[src/rtl/sha256_uart_ctrl_if.sv]
// UART byte link and SHA-256 core bus seen by the hasher command sequencer.
// The sequencer is the master; the UART/core side takes the slave view.
interface sha256_uart_ctrl_if;
  logic         rx_valid;
  logic [7:0]   rx_data;
  logic [7:0]   tx_data;
  logic         tx_valid;
  logic         tx_ready;
  logic         core_wr_en;
  logic [3:0]   core_wr_addr;
  logic [31:0]  core_wr_data;
  logic         core_init;
  logic         core_start;
  logic         core_done;
  logic [255:0] core_digest;

  modport master (
    input  rx_valid, rx_data, tx_ready, core_done, core_digest,
    output tx_data, tx_valid, core_wr_en, core_wr_addr, core_wr_data, core_init, core_start
  );

  modport slave (
    output rx_valid, rx_data, tx_ready, core_done, core_digest,
    input  tx_data, tx_valid, core_wr_en, core_wr_addr, core_wr_data, core_init, core_start
  );
endinterface

[src/rtl/sha256_uart_ctrl.sv]
// Command sequencer for the UART hasher: packs a 64-byte block into 16 big-endian
// words for the SHA-256 core, runs it, and streams the 32-byte digest back over UART.
module sha256_uart_ctrl #(
  parameter int unsigned TIMEOUT_CYCLES = 100000,
  parameter logic [7:0]  ERR_BYTE       = 8'hEE
) (
  input  logic               clk,
  input  logic               rst_n,
  sha256_uart_ctrl_if.master bus,
  output logic               busy
);

  localparam int TW = $clog2(TIMEOUT_CYCLES);
  localparam logic [TW-1:0] TIMER_MAX = TW'(TIMEOUT_CYCLES - 1);

  typedef enum logic [2:0] {IDLE, LOAD, START, WAIT, SEND, ERR} state_t;

  state_t          state, next_state;
  logic [23:0]     word_q;
  logic [5:0]      byte_cnt;
  logic [TW-1:0]   timer;
  logic            init_q;
  logic [255:0]    digest_q;
  logic [4:0]      tx_cnt;
  logic            load_done;
  logic            rx_take;
  logic            tx_fire;

  // The write of word 15 is in flight: the block is complete, bytes are no longer taken.
  assign load_done = bus.core_wr_en && (bus.core_wr_addr == 4'hF);
  assign rx_take   = bus.rx_valid && (state == LOAD) && !load_done;
  assign tx_fire   = bus.tx_valid && bus.tx_ready;
  assign busy      = (state != IDLE);

  always_ff @(posedge clk or negedge rst_n) begin
    if (!rst_n) state <= IDLE;
    else        state <= next_state;
  end

  always_comb begin
    next_state     = state;
    bus.tx_valid   = 1'b0;
    bus.tx_data    = 8'h00;
    bus.core_start = 1'b0;
    bus.core_init  = 1'b0;
    case (state)
      IDLE: begin
        if (bus.rx_valid) begin
          if (bus.rx_data == 8'h01 || bus.rx_data == 8'h02) next_state = LOAD;
          else                                                next_state = ERR;
        end
      end
      LOAD: begin
        if (load_done)                               next_state = START;
        else if (!bus.rx_valid && timer == TIMER_MAX) next_state = ERR;
      end
      START: begin
        bus.core_start = 1'b1;
        bus.core_init  = init_q;
        next_state     = WAIT;
      end
      WAIT: begin
        if (bus.core_done) next_state = SEND;
      end
      SEND: begin
        bus.tx_valid = 1'b1;
        bus.tx_data  = digest_q[255:248];
        if (tx_fire && tx_cnt == 5'd31) next_state = IDLE;
      end
      ERR: begin
        bus.tx_valid = 1'b1;
        bus.tx_data  = ERR_BYTE;
        if (bus.tx_ready) next_state = IDLE;
      end
      default: next_state = IDLE;
    endcase
  end

  // Byte packing, inter-byte timer and digest shift-out.
  always_ff @(posedge clk or negedge rst_n) begin
    if (!rst_n) begin
      word_q           <= '0;
      byte_cnt         <= '0;
      timer            <= '0;
      init_q           <= 1'b0;
      digest_q         <= '0;
      tx_cnt           <= '0;
      bus.core_wr_en   <= 1'b0;
      bus.core_wr_addr <= '0;
      bus.core_wr_data <= '0;
    end else begin
      bus.core_wr_en <= 1'b0;
      if (state == IDLE && bus.rx_valid) init_q <= (bus.rx_data == 8'h01);

      if (state != LOAD) begin
        byte_cnt <= '0;
        timer    <= '0;
      end else if (rx_take) begin
        word_q   <= {word_q[15:0], bus.rx_data};
        byte_cnt <= byte_cnt + 6'd1;
        timer    <= '0;
        if (byte_cnt[1:0] == 2'd3) begin
          bus.core_wr_en   <= 1'b1;
          bus.core_wr_addr <= byte_cnt[5:2];
          bus.core_wr_data <= {word_q, bus.rx_data};
        end
      end else begin
        timer <= timer + TW'(1);
      end

      // Digest is captured once so the core may move on while bytes drain.
      if (state == WAIT && bus.core_done) begin
        digest_q <= bus.core_digest;
        tx_cnt   <= '0;
      end else if (state == SEND && tx_fire) begin
        digest_q <= {digest_q[247:0], 8'h00};
        tx_cnt   <= tx_cnt + 5'd1;
      end
    end
  end

endmodule
[src/flat_wrapper.sv]
// flat-port wrapper written by rule: the top's interface ports become plain ports
module sha256_uart_ctrl_flat 
#(
  parameter int unsigned TIMEOUT_CYCLES = 100000,
  parameter logic [7:0]  ERR_BYTE       = 8'hEE
)
  (clk, rst_n, busy, bus_rx_valid, bus_rx_data, bus_tx_ready, bus_core_done, bus_core_digest, bus_tx_data, bus_tx_valid, bus_core_wr_en, bus_core_wr_addr, bus_core_wr_data, bus_core_init, bus_core_start);
  sha256_uart_ctrl_if bus_i ();
  input  logic clk;
  input  logic rst_n;
  output logic busy;
  input wire logic [$bits(bus_i.rx_valid)-1:0] bus_rx_valid;
  input wire logic [$bits(bus_i.rx_data)-1:0] bus_rx_data;
  input wire logic [$bits(bus_i.tx_ready)-1:0] bus_tx_ready;
  input wire logic [$bits(bus_i.core_done)-1:0] bus_core_done;
  input wire logic [$bits(bus_i.core_digest)-1:0] bus_core_digest;
  output wire logic [$bits(bus_i.tx_data)-1:0] bus_tx_data;
  output wire logic [$bits(bus_i.tx_valid)-1:0] bus_tx_valid;
  output wire logic [$bits(bus_i.core_wr_en)-1:0] bus_core_wr_en;
  output wire logic [$bits(bus_i.core_wr_addr)-1:0] bus_core_wr_addr;
  output wire logic [$bits(bus_i.core_wr_data)-1:0] bus_core_wr_data;
  output wire logic [$bits(bus_i.core_init)-1:0] bus_core_init;
  output wire logic [$bits(bus_i.core_start)-1:0] bus_core_start;
  assign bus_i.rx_valid = bus_rx_valid;
  assign bus_i.rx_data = bus_rx_data;
  assign bus_i.tx_ready = bus_tx_ready;
  assign bus_i.core_done = bus_core_done;
  assign bus_i.core_digest = bus_core_digest;
  assign bus_tx_data = bus_i.tx_data;
  assign bus_tx_valid = bus_i.tx_valid;
  assign bus_core_wr_en = bus_i.core_wr_en;
  assign bus_core_wr_addr = bus_i.core_wr_addr;
  assign bus_core_wr_data = bus_i.core_wr_data;
  assign bus_core_init = bus_i.core_init;
  assign bus_core_start = bus_i.core_start;
  sha256_uart_ctrl #(.TIMEOUT_CYCLES(TIMEOUT_CYCLES), .ERR_BYTE(ERR_BYTE)) u_core (.clk(clk), .rst_n(rst_n), .bus(bus_i), .busy(busy));
endmodule
[config.mk]
export PLATFORM = sky130hd
export DESIGN_NAME = sha256_uart_ctrl_flat
export DESIGN_NICKNAME = d
export VERILOG_FILES = /design/src/rtl/sha256_uart_ctrl_if.sv /design/src/rtl/sha256_uart_ctrl.sv /design/src/flat_wrapper.sv
export SDC_FILE = /design/constraint.sdc
export NUM_CORES = 1
export LEC_CHECK = 0
export BUFFER_PORTS_ARGS = -buffer_cell sky130_fd_sc_hd__clkbuf_2
export CORE_ASPECT_RATIO = 0.7
export CORE_UTILIZATION = 40
export CTS_CLUSTER_SIZE = 16
export DETAILED_ROUTE_END_ITERATION = 7
export SKIP_LAST_GASP = 1
export SLEW_MARGIN = 20
export SYNTH_ARGS = -nofsm -noshare
export SYNTH_HDL_FRONTEND = slang
export SYNTH_SLANG_ARGS = --single-unit
[constraint.sdc]
create_clock -name clk -period 3.5 [get_ports clk]
set_clock_uncertainty 0.2 [all_clocks]
set_input_delay 0.35 -clock clk [delete_from_list [all_inputs] [get_ports clk]]
set_output_delay 0.35 -clock clk [all_outputs]
set_load 0.02 [all_outputs]
[Yosys cells after proc, flatten, opt, wreduce, memory -nomap -nowiden]
Index checks and enable logic that the tools add are counted.
Word-level totals
  bits in latches: 0
  memory bits (writable): 0
  bits in registers: 349
  memories: 0
  bits in read-only memories: 0
  word-level logic and storage cells: 74
  output and inout port bits: 49
Cells by class
  multiply operators: 0
  reduce and logical (&&, ||, !) cells: 20
  eq/ne operators: 17
  shifts and indexed selects: 0
  add/subtract/negate cells: 3
  order comparisons: 0
  div/mod/pow operators: 0
  muxes and demuxes: 23
  bitwise gates (word level): 1
Operators with widths (count)
  256-bit 2-to-1 mux: 2
  17-bit 2-to-1 mux: 2
  3-bit 2-to-1 mux: 7
  3-bit case mux with 6 select lines: 1
  17-bit by 1-bit adder with 17-bit output, second input constant: 1
  17-bit equality test, second input constant: 1
  8-bit case mux with 2 select lines: 1
  6-bit 2-to-1 mux: 2
  5-bit 2-to-1 mux: 2
  1-bit logical AND: 9
  8-bit by 1-bit equality test with 1-bit output, second input constant: 1
  8-bit by 2-bit equality test with 1-bit output, second input constant: 1
  6-bit by 1-bit adder with 6-bit output, second input constant: 1
  3-bit by 2-bit equality test with 1-bit output, second input constant: 2
  3-bit equality test, second input constant: 2
  1-bit 2-to-1 mux: 6
  2-bit != test, second input constant: 3
  5-bit by 1-bit adder with 5-bit output, second input constant: 1
  5-bit equality test, second input constant: 1
  5-bit AND reduction: 1
  4-bit equality test, second input constant: 1
  2-bit nonzero test: 2
  3-bit by 1-bit equality test with 1-bit output, second input constant: 1
  3-bit logical NOT: 1
  other kinds (11): 12

[Longest topological paths before layout]
Gate-level depths: netlist (run 1).
  depth in word-level cells: 7
  depth in mapped cells: 8
  depth with buffers taken out: 7

[Least setup slack after synthesis (run 1)]
No wires, ideal clock.
  path type: reg2reg
  start: register u_core.bus.core_wr_addr[0]
  end: register u_core.bus.core_wr_data[25]
  setup time: 125 ps
  buffers on the path: 2
  slack: 1491 ps
  arrival time: 1684 ps
  stages on the path, launching flop included: 6
  period minus slack after synthesis: 2009 ps
  cells stage by stage: dfrtp_1 > inv_1 > o2111ai_1 > buf_2 > buf_2 > mux2_2
Between the ends
  longest elaborated chain between the ends: 5
Ends and longest elaborated chain
  start: declaration: line sha256_uart_ctrl_if.sv:19  | output tx_data, tx_valid, core_wr_en, core_wr_addr, core_wr_data, core_init, core_start
  start signal: assignment: line sha256_uart_ctrl.sv:104  | bus.core_wr_addr <= byte_cnt[5:2];
  4-bit equality test: line sha256_uart_ctrl.sv:30  | assign load_done = bus.core_wr_en && (bus.core_wr_addr == 4'hF);
  1-bit logical AND: line sha256_uart_ctrl.sv:30
  1-bit logical NOT: line sha256_uart_ctrl.sv:31  | assign rx_take = bus.rx_valid && (state == LOAD) && !load_done;
  1-bit logical AND: line sha256_uart_ctrl.sv:31
  3-bit AND reduction (no line)
  end signal: assignment: line sha256_uart_ctrl.sv:105  | bus.core_wr_data <= {word_q, bus.rx_data};
  end: declaration: line sha256_uart_ctrl_if.sv:19
No other way between the ends.
A chain may end at the register's enable or synchronous reset.

[Worst setup path after layout (run 1)]
  start: register u_core.state[0]
  end: register u_core.digest_q[78]
Between the ends
  longest elaborated chain between the ends: 6
  elaborated cells between the ends (all ways): 10
  those cells by class: eq/ne (3); mux (2); reduce/logical (5)
Ends and longest elaborated chain
  start: declaration: line sha256_uart_ctrl.sv:18  | state_t state, next_state;
  start signal: assignment: line sha256_uart_ctrl.sv:37  | else state <= next_state;
  3-bit equality test (on tied branches): line sha256_uart_ctrl.sv:46, sha256_uart_ctrl.sv:115
  2-bit OR reduction (no line)
  1-bit 2-to-1 mux: line sha256_uart_ctrl.sv:46  | case (state)
  1-bit logical AND: line sha256_uart_ctrl.sv:32  | assign tx_fire = bus.tx_valid && bus.tx_ready;
  1-bit logical AND: line sha256_uart_ctrl.sv:115  | end else if (state == SEND && tx_fire) begin
  2-bit nonzero test (no line)
  end signal: assignment: line sha256_uart_ctrl.sv:113  | digest_q <= bus.core_digest;
  end signal: assignment: line sha256_uart_ctrl.sv:116  | digest_q <= {digest_q[247:0], 8'h00};
  end: declaration: line sha256_uart_ctrl.sv:23  | logic [255:0] digest_q;
Several ways; a longest one is shown, not always the timed one.

==> flow_summary.json, run 1 <==
{
  "max-vdd-ir-drop_mv": 0.398,
  "ctsLongestPathBuffers": 3,
  "nNetsFinal": 2235,
  "fin_hold_ws_ps": 29.4,
  "rrSetupSlack_ps": 800,
  "rows": 57,
  "multi_input_area_mm2": 0.00536,
  "synthesis.area_mm2": 0.0145,
  "max_cap_violations": 0,
  "r2r-end": "u_core.digest_q[78]",
  "synth-seq-cells": 349,
  "finalSetupTns_ps": 0,
  "nFillCells": 2925,
  "grt_max_degree": 199,
  "postPlaceCellArea_mm2": 0.0165,
  "clk_pin_slew_ps": 60,
  "overflow": 0,
  "die_area_mm2": 0.0371,
  "period_share_pct": 77.0,
  "via_per_inst": 5.23,
  "status": "completed",
  "finalSetupViolations": 0,
  "clkLatencyLatePin_ps": 520,
  "synth_most_common_cell": "nor2_1",
  "worstPathRequired_ps": 3690,
  "dpl.hpwl_um": 26100,
  "pwr-share-clk_pct": 29.6,
  "critPathLaunchType": "flop",
  "drc": 0,
  "ys_types": 51,
  "core_area_mm2": 0.0352,
  "worstHoldStart": "bus_core_done",
  "grt_pass1_wl_um": 69500,
  "cts_tree": "yes",
  "drt_iter0_drc": 1103,
  "slew_headroom_pct": 21.3,
  "worstMarginPinSlew_ps": 1180,
  "gp_congestion": 0.844,
  "hold_viol": 0,
  "area_delta_synth_final_pct": 41.2,
  "synth_nets": 1690,
  "pwr-share-comb_pct": 24.7,
  "switching_share_pct": 31.7,
  "ant_nets": 0,
  "ys_top_cells_by_count": "nor2_1, dfrtp_1, o22ai_1, nand2_1, clkbuf_1",
  "critPathArrivalTime_ps": 2890,
  "synth_seq_area_share_pct": 60.1,
  "path_class": "reg -> reg",
  "syn_area_per_cell_um2": 10.2,
  "power.internal_uw": 9470,
  "io_pins": 318,
  "worstReg2RegStart": "u_core.state[0]",
  "slew_viol_final": 0,
  "p_switching_uw": 4390,
  "fmax_ghz": 0.371,
  "synth_area_leaders": "dfrtp_1, nor2_1, o22ai_1",
  "drt_pass1_iterations": 5,
  "wirelength_um": 43100,
  "htreeDepth": 2,
  "ys.flop_type": "dfrtp_1",
  "die_h_um": 161,
  "endpoint_kind": "flop",
  "power_density_mw_per_mm2": 676,
  "hold_class": "in -> reg",
  "io_buffers": 317,
  "ys_async_sr_fraction_pct": 100,
  "worst-path-max-fanout": 197,
  "hold_depth": 4,
  "grt_pass1_vias": 13200,
  "cts_sinks": 349,
  "vias": 12900,
  "wl_per_cell_um": 17.5,
  "synth_edf_count": 0,
  "drive_gt1_share_pct": 23.3,
  "rsz0062_at_grt": "no",
  "seq_area_mm2": 0.00873,
  "root_buffer": "clkbuf_16",
  "min_period_ps": 2700,
  "die_w_um": 230,
  "yosys.area.top_type": "dfrtp_1",
  "synth_warnings": 0,
  "dp.cells": 2129,
  "antenna_found_initial": 8,
  "numCtsBuffers": 36,
  "syn_inst": 1417,
  "fin_cells": 2466,
  "min_to": "u_core.state[1]",
  "synth.top_cell.area_share_pct": 60.1,
  "grt_usage_pct": 23.4,
  "reg2reg_depth": 4,
  "final_area_mm2": 0.0205,
  "p_leak_uw": 0.00935,
  "seqPwrFrac_pct": 45.7,
  "start_util_pct": 41.2
}
## how the worst max path moves through the flow
| stage | slack (ps) | start | cells after the start | end |
|---|---|---|---|---|
| 6_report | 800 | u_core.state[0] | 4 | u_core.digest_q[78] |
| 5_1_grt | 790 | u_core.state[2] | 4 | bus_tx_data[0] |
| 4_1_cts | 860 | u_core.state[2] | 4 | bus_tx_data[0] |
| 3_5_place_dp | 1050 | u_core.state[0] | 3 | u_core.digest_q[2] |
| 3_3_place_gp | 1110 | u_core.state[0] | 3 | u_core.digest_q[3] |
| 2_1_floorplan | 1490 | u_core.bus.core_wr_addr[0] | 5 | u_core.bus.core_wr_data[25] |
## placed cells by master (no fill, tap or decap), types with 7 or more instances in the layout
master / count
clkbuf_16: 37
o21ai_0: 25
mux2i_1: 18
xor2_1: 12
diode_2: 9
a22o_1: 10
a22oi_1: 35
mux2_4: 20
or3_1: 7
nor2_1: 428
buf_12: 8
clkbuf_8: 11
dfrtp_1: 349
nand3_1: 11
dlygate4sd3_1: 266
buf_4: 13
clkbuf_2: 316
mux2_2: 39
o22ai_1: 197
nand4_1: 7
nand2_1: 99
a21oi_1: 8
## kinds of logic (layout without fill, tap and decap cells)
logic type	Yosys count	after routing	synth area share (%)
DFF	349	349	60.1
xor gates and xnor gates	15	15	0.905
buffers and inverters	103	671	3.28
other	0	9	0
AOI/OAI and AO/OA	285	285	12.6
adders and majority gates	4	4	0.345
and+or+nand+nor	583	583	16.3
muxes	78	78	6.41
## state kept, by name, indices dropped and copies added, names as in the netlist
| register | count |
|---|---|
| u_core.word_q | 24 |
| u_core.byte_cnt | 6 |
| u_core.bus.core_wr_addr | 4 |
| u_core.bus.core_wr_en | 1 |
| u_core.bus.core_wr_data | 32 |
| u_core.digest_q | 256 |
| u_core.tx_cnt | 5 |
| u_core.state | 3 |
| u_core.init_q | 1 |
| u_core.timer | 17 |
## layer usage
| metal | global-route usage (%) | part of all wire [%] | vias up |
|---|---|---|---|
| li1 | - | - | 6028 |
| met1 | 32.0 | 44 | 6324 |
| met2 | 36.9 | 47 | 426 |
| met3 | 4.71 | 5.6 | 114 |
| met4 | 8.70 | 3.3 | 0 |
| met5 | 0 | 0 | - |
## power groups by stage
stage                     Sequential (µW)  Clock [µW]  Combinational, µW
after floorplan                      6040           0               2370
after global placement               6320           0               3020
after detailed placement             6330           0               3130
after CTS                            6290        4210               3390
after global routing                 6480        4390               3850
final                                6330        4100               3420
## through the flow
stage,utilization [%],total power (µW),setup WS (ps)
2_1_floorplan,-,8410,1490
4_1_cts,58.1,13900,863
6_report,58.2,13900,805
5_1_grt,58.2,14700,788
3_5_place_dp,46.9,9470,1050
3_3_place_gp,46.9,9340,1110
## worst max-delay path: stages (launching register included)
cell and delay, ps:
dfrtp_1 690, nand4b_1 320, buf_12 320, o22ai_1 550, nor2_1 90
## layout make-up
type	count	share of cell area, %
Clock buffer	54	5.36
Sequential cell	349	42.6
Inverter	6	0.110
Timing Repair Buffer	604	22.0
Clock inverter	7	0.781
Tap cell	472	2.88
Multi-Input combinational cell	965	26.1
Antenna cell	9	0.110
## timing repair
action                                 4_1_cts  5_1_grt
resized for setup                            0        0
endpoints found under the hold margin      353        0
hold buffers                               266        0
setup buffers                                0        0
(Power assumes the default switching activity.)
==> inputs of run 2 (changes only) <==
clock period = 2.29 ns   (was 3.5 ns; I/O delays follow)
==> run 2 against run 1 <==
Sequential share of layout area decreased by 0.50 points; combinational power increased by 59%; maximum frequency increased by 21%; global-route usage increased by 0.40 points; first-iteration DRC count decreased by 12%; highest routed layer unchanged.
==> flow_summary.json, run 2 (synthesized netlist as in run 1, its figures left out) <==
{
  "ctsLongestPathBuffers": 3,
  "grt_pass1_vias": 13600,
  "pwr-share-comb_pct": 25.9,
  "drt_pass1_iterations": 5,
  "switching_share_pct": 32.2,
  "p_switching_uw": 6760,
  "seq_area_mm2": 0.00874,
  "hold_viol": 0,
  "rows": 57,
  "nFillCells": 2933,
  "final_common_cell": "nor2_1",
  "regMostFlops": "u_core.digest_q",
  "die_area_mm2": 0.0371,
  "seqPwrFrac_pct": 45.9,
  "final_area_mm2": 0.0208,
  "ant_nets": 0,
  "cts_sinks": 349,
  "nNetsFinal": 2263,
  "grt_pass1_wl_um": 71000,
  "htreeDepth": 2,
  "top_regs": "u_core.digest_q: 256 flops, u_core.bus.core_wr_data: 32 flops, u_core.word_q: 24 flops",
  "io_pins": 318,
  "overflow": 0,
  "area_delta_synth_final_pct": 42.9,
  "postPlaceCellArea_mm2": 0.0169,
  "final_cell_mix": "nor2_1, dfrtp_1, clkbuf_2, dlygate4sd3_1, o22ai_1",
  "hold_class": "in -> async",
  "vias": 13100,
  "dpl.hpwl_um": 27200,
  "worst-path-max-fanout": 24,
  "finalSetupViolations": 0,
  "via_per_inst": 5.24,
  "max_cap_violations": 0,
  "multi_input_area_mm2": 0.00537,
  "min_period_ps": 2230,
  "critPathLaunchType": "flop",
  "core_area_mm2": 0.0352,
  "antenna_found_initial": 7,
  "start_util_pct": 41.2,
  "final_util_pct": 58.9,
  "slew_headroom_pct": 60.4,
  "period_share_pct": 97.2,
  "gp_congestion": 0.842,
  "drive_gt1_share_pct": 24.6,
  "clkLatencyLatePin_ps": 530,
  "power_density_mw_per_mm2": 1010,
  "wirelength_um": 43500,
  "drc": 0,
  "wl_per_cell_um": 17.4,
  "rsz0062_at_grt": "yes",
  "worstMarginPinSlew_ps": 595,
  "die_w_um": 230,
  "root_buffer": "clkbuf_16",
  "critPathArrivalTime_ps": 2430,
  "cts_tree": "yes",
  "die_h_um": 161,
  "clk_pin_slew_ps": 60,
  "pwr-share-clk_pct": 28.2,
  "worstPathRequired_ps": 2490,
  "grt_usage_pct": 23.8,
  "path_class": "reg -> reg",
  "power.internal_uw": 14200,
  "drt_iter0_drc": 973,
  "status": "completed",
  "p_leak_uw": 0.00949,
  "fmax_ghz": 0.449,
  "io_buffers": 317,
  "max-vdd-ir-drop_mv": 0.647,
  "endpoint_kind": "flop",
  "numCtsBuffers": 37,
  "slew_viol_final": 0,
  "largest_reg_flops": 256,
  "grt_max_degree": 119
}
[run 2: cell types whose count changed in the layout (fill, tap and decap cells not counted), sizes merged]
cell         change
buf             +28
clkinv           +6
bufinv           -4
clkbuf           -4
clkinvlp         +2
diode            -2
dlygate4sd3      +1
inv              +1
[run 2: worst max-delay path, cell delays in order (launching register included)]
cell     delay, ps
dfrtp_1        570
or3b_1         450
a21oi_4        190
nand2_4        280
mux2_4         390
[run 2: cell type report]
cell class | count | area share, %
clock buffers | 52 | 5.27
flip-flops and latches | 349 | 42.1
multi-input cells | 965 | 25.9
inverters | 6 | 0.109
well taps | 472 | 2.85
clock inverters | 12 | 0.452
repair buffers | 631 | 23.3
diodes | 7 | 0.0844
[run 2: power groups by stage]
| stage | Clock (µW) | Sequential, µW | Combinational [µW] |
|---|---|---|---|
| after detailed placement | 0 | 9630 | 4990 |
| after global routing | 6310 | 9870 | 6100 |
| after floorplan | 0 | 9230 | 3620 |
| after CTS | 6080 | 9560 | 5390 |
| final | 5900 | 9620 | 5430 |
| after global placement | 0 | 9580 | 4850 |
[run 2: timing repair]
action / CTS / global route
buffers inserted: 0 / 0
setup endpoints to repair: 2 / 4
resized for setup: 2 / 5
endpoints found under the hold margin: 624 / 0
hold buffers: 267 / 0
[run 2: path summary, 6_finish.rpt]
check	start	to	slack, ps	depth (start not counted)
setup / recovery	u_core.state[0]	u_core.word_q[6]	60	4
max in group asynchronous	rst_n	u_core.digest_q[105]	1020	3
setup reg to reg	u_core.state[0]	u_core.word_q[6]	60	4
min in group clk	bus_rx_valid	u_core.init_q	80	4
hold / removal	rst_n	u_core.bus.core_wr_data[27]	30	2
hold reg to reg	u_core.timer[0]	u_core.timer[0]	250	1
[run 2: stage by stage]
| step | power, µW | instances | TNS [ps] | hold WS (ps) | setup slack, ps |
|---|---|---|---|---|---|
| after floorplan | 12900 | 1417 | 0 | -267 | 281 |
| after detailed placement | 14600 | 2156 | 0 | 2.70 | 129 |
| after CTS | 21000 | 2487 | 0 | 35.3 | 46.3 |
| final | 21000 | 2494 | 0 | 33.0 | 63.7 |
| after global placement | 14400 | 2156 | 0 | -0.737 | 146 |
| after global routing | 22300 | 2494 | -60.6 | 56.6 | -9.93 |
[run 2: layer usage]
layer / track usage (%) / up-vias / wire length, µm
met5: 0 / - / 0
met4: 10.4 / 0 / 1720
met3: 4.75 / 164 / 2450
met2: 37.5 / 504 / 20200
met1: 32.0 / 6324 / 19100
li1: - / 6086 / -
==> inputs of run 3 (changes only) <==
--- a/config.mk
+++ b/config.mk
@@ -10,2 +10,3 @@
 export CORE_UTILIZATION = 40
+export CTS_BUF_LIST = sky130_fd_sc_hd__clkbuf_4
 export CTS_CLUSTER_SIZE = 16
==> constraint.sdc (replaced) <==
create_clock -name clk -period 2.29 [get_ports clk]
set_clock_uncertainty 0.2 [all_clocks]
set_input_delay 0.3435 -clock clk [delete_from_list [all_inputs] [get_ports clk]]
set_output_delay 0.3435 -clock clk [all_outputs]
set_load 0.02 [all_outputs]
==> run 3 against run 2 <==
The flow now finishes with violations (negative setup slack); register-to-register slack improved by 30 ps; total power fell by 2.0%; critical endpoint is now busy; first-iteration DRC count rose by 13%; combinational power rose by 7.9%; setup slack got worse by 180 ps; utilization rose by 0.33 points; maximum frequency fell by 7.4%.
==> flow_summary.json, run 3 (synthesized netlist as in run 1, its figures left out) <==
{
  "status": "complete, but fails checks",
  "via_per_inst": 5.19,
  "slew_viol_final": 0,
  "critPathMaxStageDelay_ps": 440,
  "die_h_um": 161,
  "io_buffers": 317,
  "nFillCells": 2923,
  "grt_max_degree": 78,
  "ctsLongestPathBuffers": 3,
  "critPathTopFamily": "flip-flops",
  "worst-path-max-fanout": 6,
  "wl_per_cell_um": 17.3,
  "final_area_mm2": 0.0209,
  "grt_pass1_vias": 14000,
  "clk_pin_slew_ps": 60,
  "grt_usage_pct": 24.3,
  "drt_pass1_iterations": 5,
  "reg2reg_depth": 5,
  "rrSetupSlack_ps": 90,
  "top_regs": "u_core.digest_q: 256 flops, u_core.bus.core_wr_data: 32 flops, u_core.word_q: 24 flops",
  "regMostFlops": "u_core.digest_q",
  "postPlaceCellArea_mm2": 0.0169,
  "start_util_pct": 41.2,
  "area_delta_synth_final_pct": 43.7,
  "rows": 57,
  "worstMarginPinSlew_ps": 479,
  "cp_slowest_cell": "dfrtp_2",
  "worstReg2RegStart": "u_core.state[0]",
  "cts_tree": "yes",
  "vias": 13400,
  "fmax_ghz": 0.416,
  "max-vdd-ir-drop_mv": 0.540,
  "cp-startpoint": "u_core.state[2]",
  "r2r-end": "u_core.word_q[7]",
  "wirelength_um": 44700,
  "path_class": "reg -> out",
  "antenna_found_initial": 7,
  "p_leak_uw": 0.00961,
  "endpoint_kind": "primary output",
  "rsz0062_at_grt": "yes",
  "final_cell_mix": "nor2_1, dfrtp_1, clkbuf_2, dlygate4sd3_1, o22ai_1",
  "gp_congestion": 0.845,
  "cts_sinks": 349,
  "overflow": 0,
  "htreeDepth": 3,
  "numCtsBuffers": 89,
  "die_area_mm2": 0.0371,
  "post-place-ws_ps": 198,
  "worstPathRequired_ps": 1750,
  "ant_nets": 0,
  "power_density_mw_per_mm2": 984,
  "worst_slack_ps": -114,
  "drive_gt1_share_pct": 28.0,
  "slew_headroom_pct": 68.1,
  "io_pins": 318,
  "hold_class": "in -> reg",
  "dpl.hpwl_um": 27400,
  "largest_reg_flops": 256,
  "violations": "negative setup slack",
  "crit_path_cell_trace": "buf_4, or3_4, clkbuf_8",
  "critPathLaunchType": "flop",
  "drc": 0,
  "grt_pass1_wl_um": 71800,
  "critPathArrivalTime_ps": 1860,
  "drt_iter0_drc": 1098,
  "hold_viol": 0,
  "max_cap_violations": 0,
  "clkLatencyLatePin_ps": 740,
  "final_common_cell": "nor2_1",
  "min_period_ps": 2400,
  "cp.depth": 3,
  "root_buffer": "clkbuf_4",
  "period_share_pct": 105,
  "final_util_pct": 59.2,
  "finalSetupViolations": 12,
  "core_area_mm2": 0.0352,
  "worst-path-buf-inv": 2,
  "nNetsFinal": 2327,
  "crit_path_end": "busy",
  "die_w_um": 230
}
[run 3: cell types whose count changed in the layout (fill, tap and decap cells not counted), sizes merged]
cell         delta
clkbuf         +66
buf            +15
clkinv          +4
clkinvlp        -2
dlygate4sd3     +2
inv             +1
[run 3: final cells by class]
type | count | area, µm² | share of cell area, %
diodes | 7 | 17.5 | 0.0839
well taps | 472 | 591 | 2.83
repair buffers | 643 | 5060 | 24.2
clock inverters | 15 | 87.6 | 0.420
inverters | 6 | 25.0 | 0.120
flip-flops and latches | 349 | 8740 | 41.9
multi-input cells | 965 | 5430 | 26.0
clock buffers | 123 | 923 | 4.42
[run 3: worst min path at each step]
stage / from / endpoint / cells after the start
2_1_floorplan: rst_n / u_core.bus.core_wr_addr[0] / 0
3_3_place_gp: rst_n / u_core.bus.core_wr_data[29] / 1
3_5_place_dp: rst_n / u_core.bus.core_wr_data[29] / 1
4_1_cts: bus_core_digest[204] / u_core.digest_q[204] / 4
5_1_grt: bus_core_digest[195] / u_core.digest_q[195] / 4
6_report: bus_core_digest[11] / u_core.digest_q[11] / 4
[run 3: metrics by stage]
step | power [µW] | cells | setup TNS [ps] | hold slack, ps
floorplan | 12900 | 1417 | 0 | -152
global placement | 14400 | 2153 | 0 | 96.8
detailed placement | 14700 | 2153 | 0 | 106
CTS | 20500 | 2569 | -2300 | 55.4
global route | 22000 | 2580 | -2260 | 103
finish | 20500 | 2580 | -733 | 176
[run 3: worst min-delay path, stage by stage]
cell and delay (ps):
dlygate4sd3_1 530, clkbuf_2 100, nand2_1 30, o21ai_0 60
[run 3: power by group]
part           switching, µW  leakage (µW)  total, µW  internal, µW
Combinational           3090       0.00497       5860          2770
Sequential              1360       0.00402       9630          8280
Clock                   2490      0.000617       5040          2550
Total                   6940       0.00961      20500         13600
[run 3: metal layers]
metal	vias up	track usage, %	share of wire [%]
li1	6254	-	-
met1	6471	31.9	43
met2	507	37.7	47
met3	149	6.78	6.6
met4	2	10.7	3.6
met5	-	0	0.022
[run 3: timing repair]
| item | 4_1_cts | 5_1_grt |
|---|---|---|
| buffers inserted | 9 | 4 |
| hold endpoints to repair | 635 | 0 |
| endpoints found under the setup margin | 12 | 43 |
| hold buffers | 270 | 0 |
| pin swaps | 2 | 1 |
| gates resized for setup | 39 | 11 |
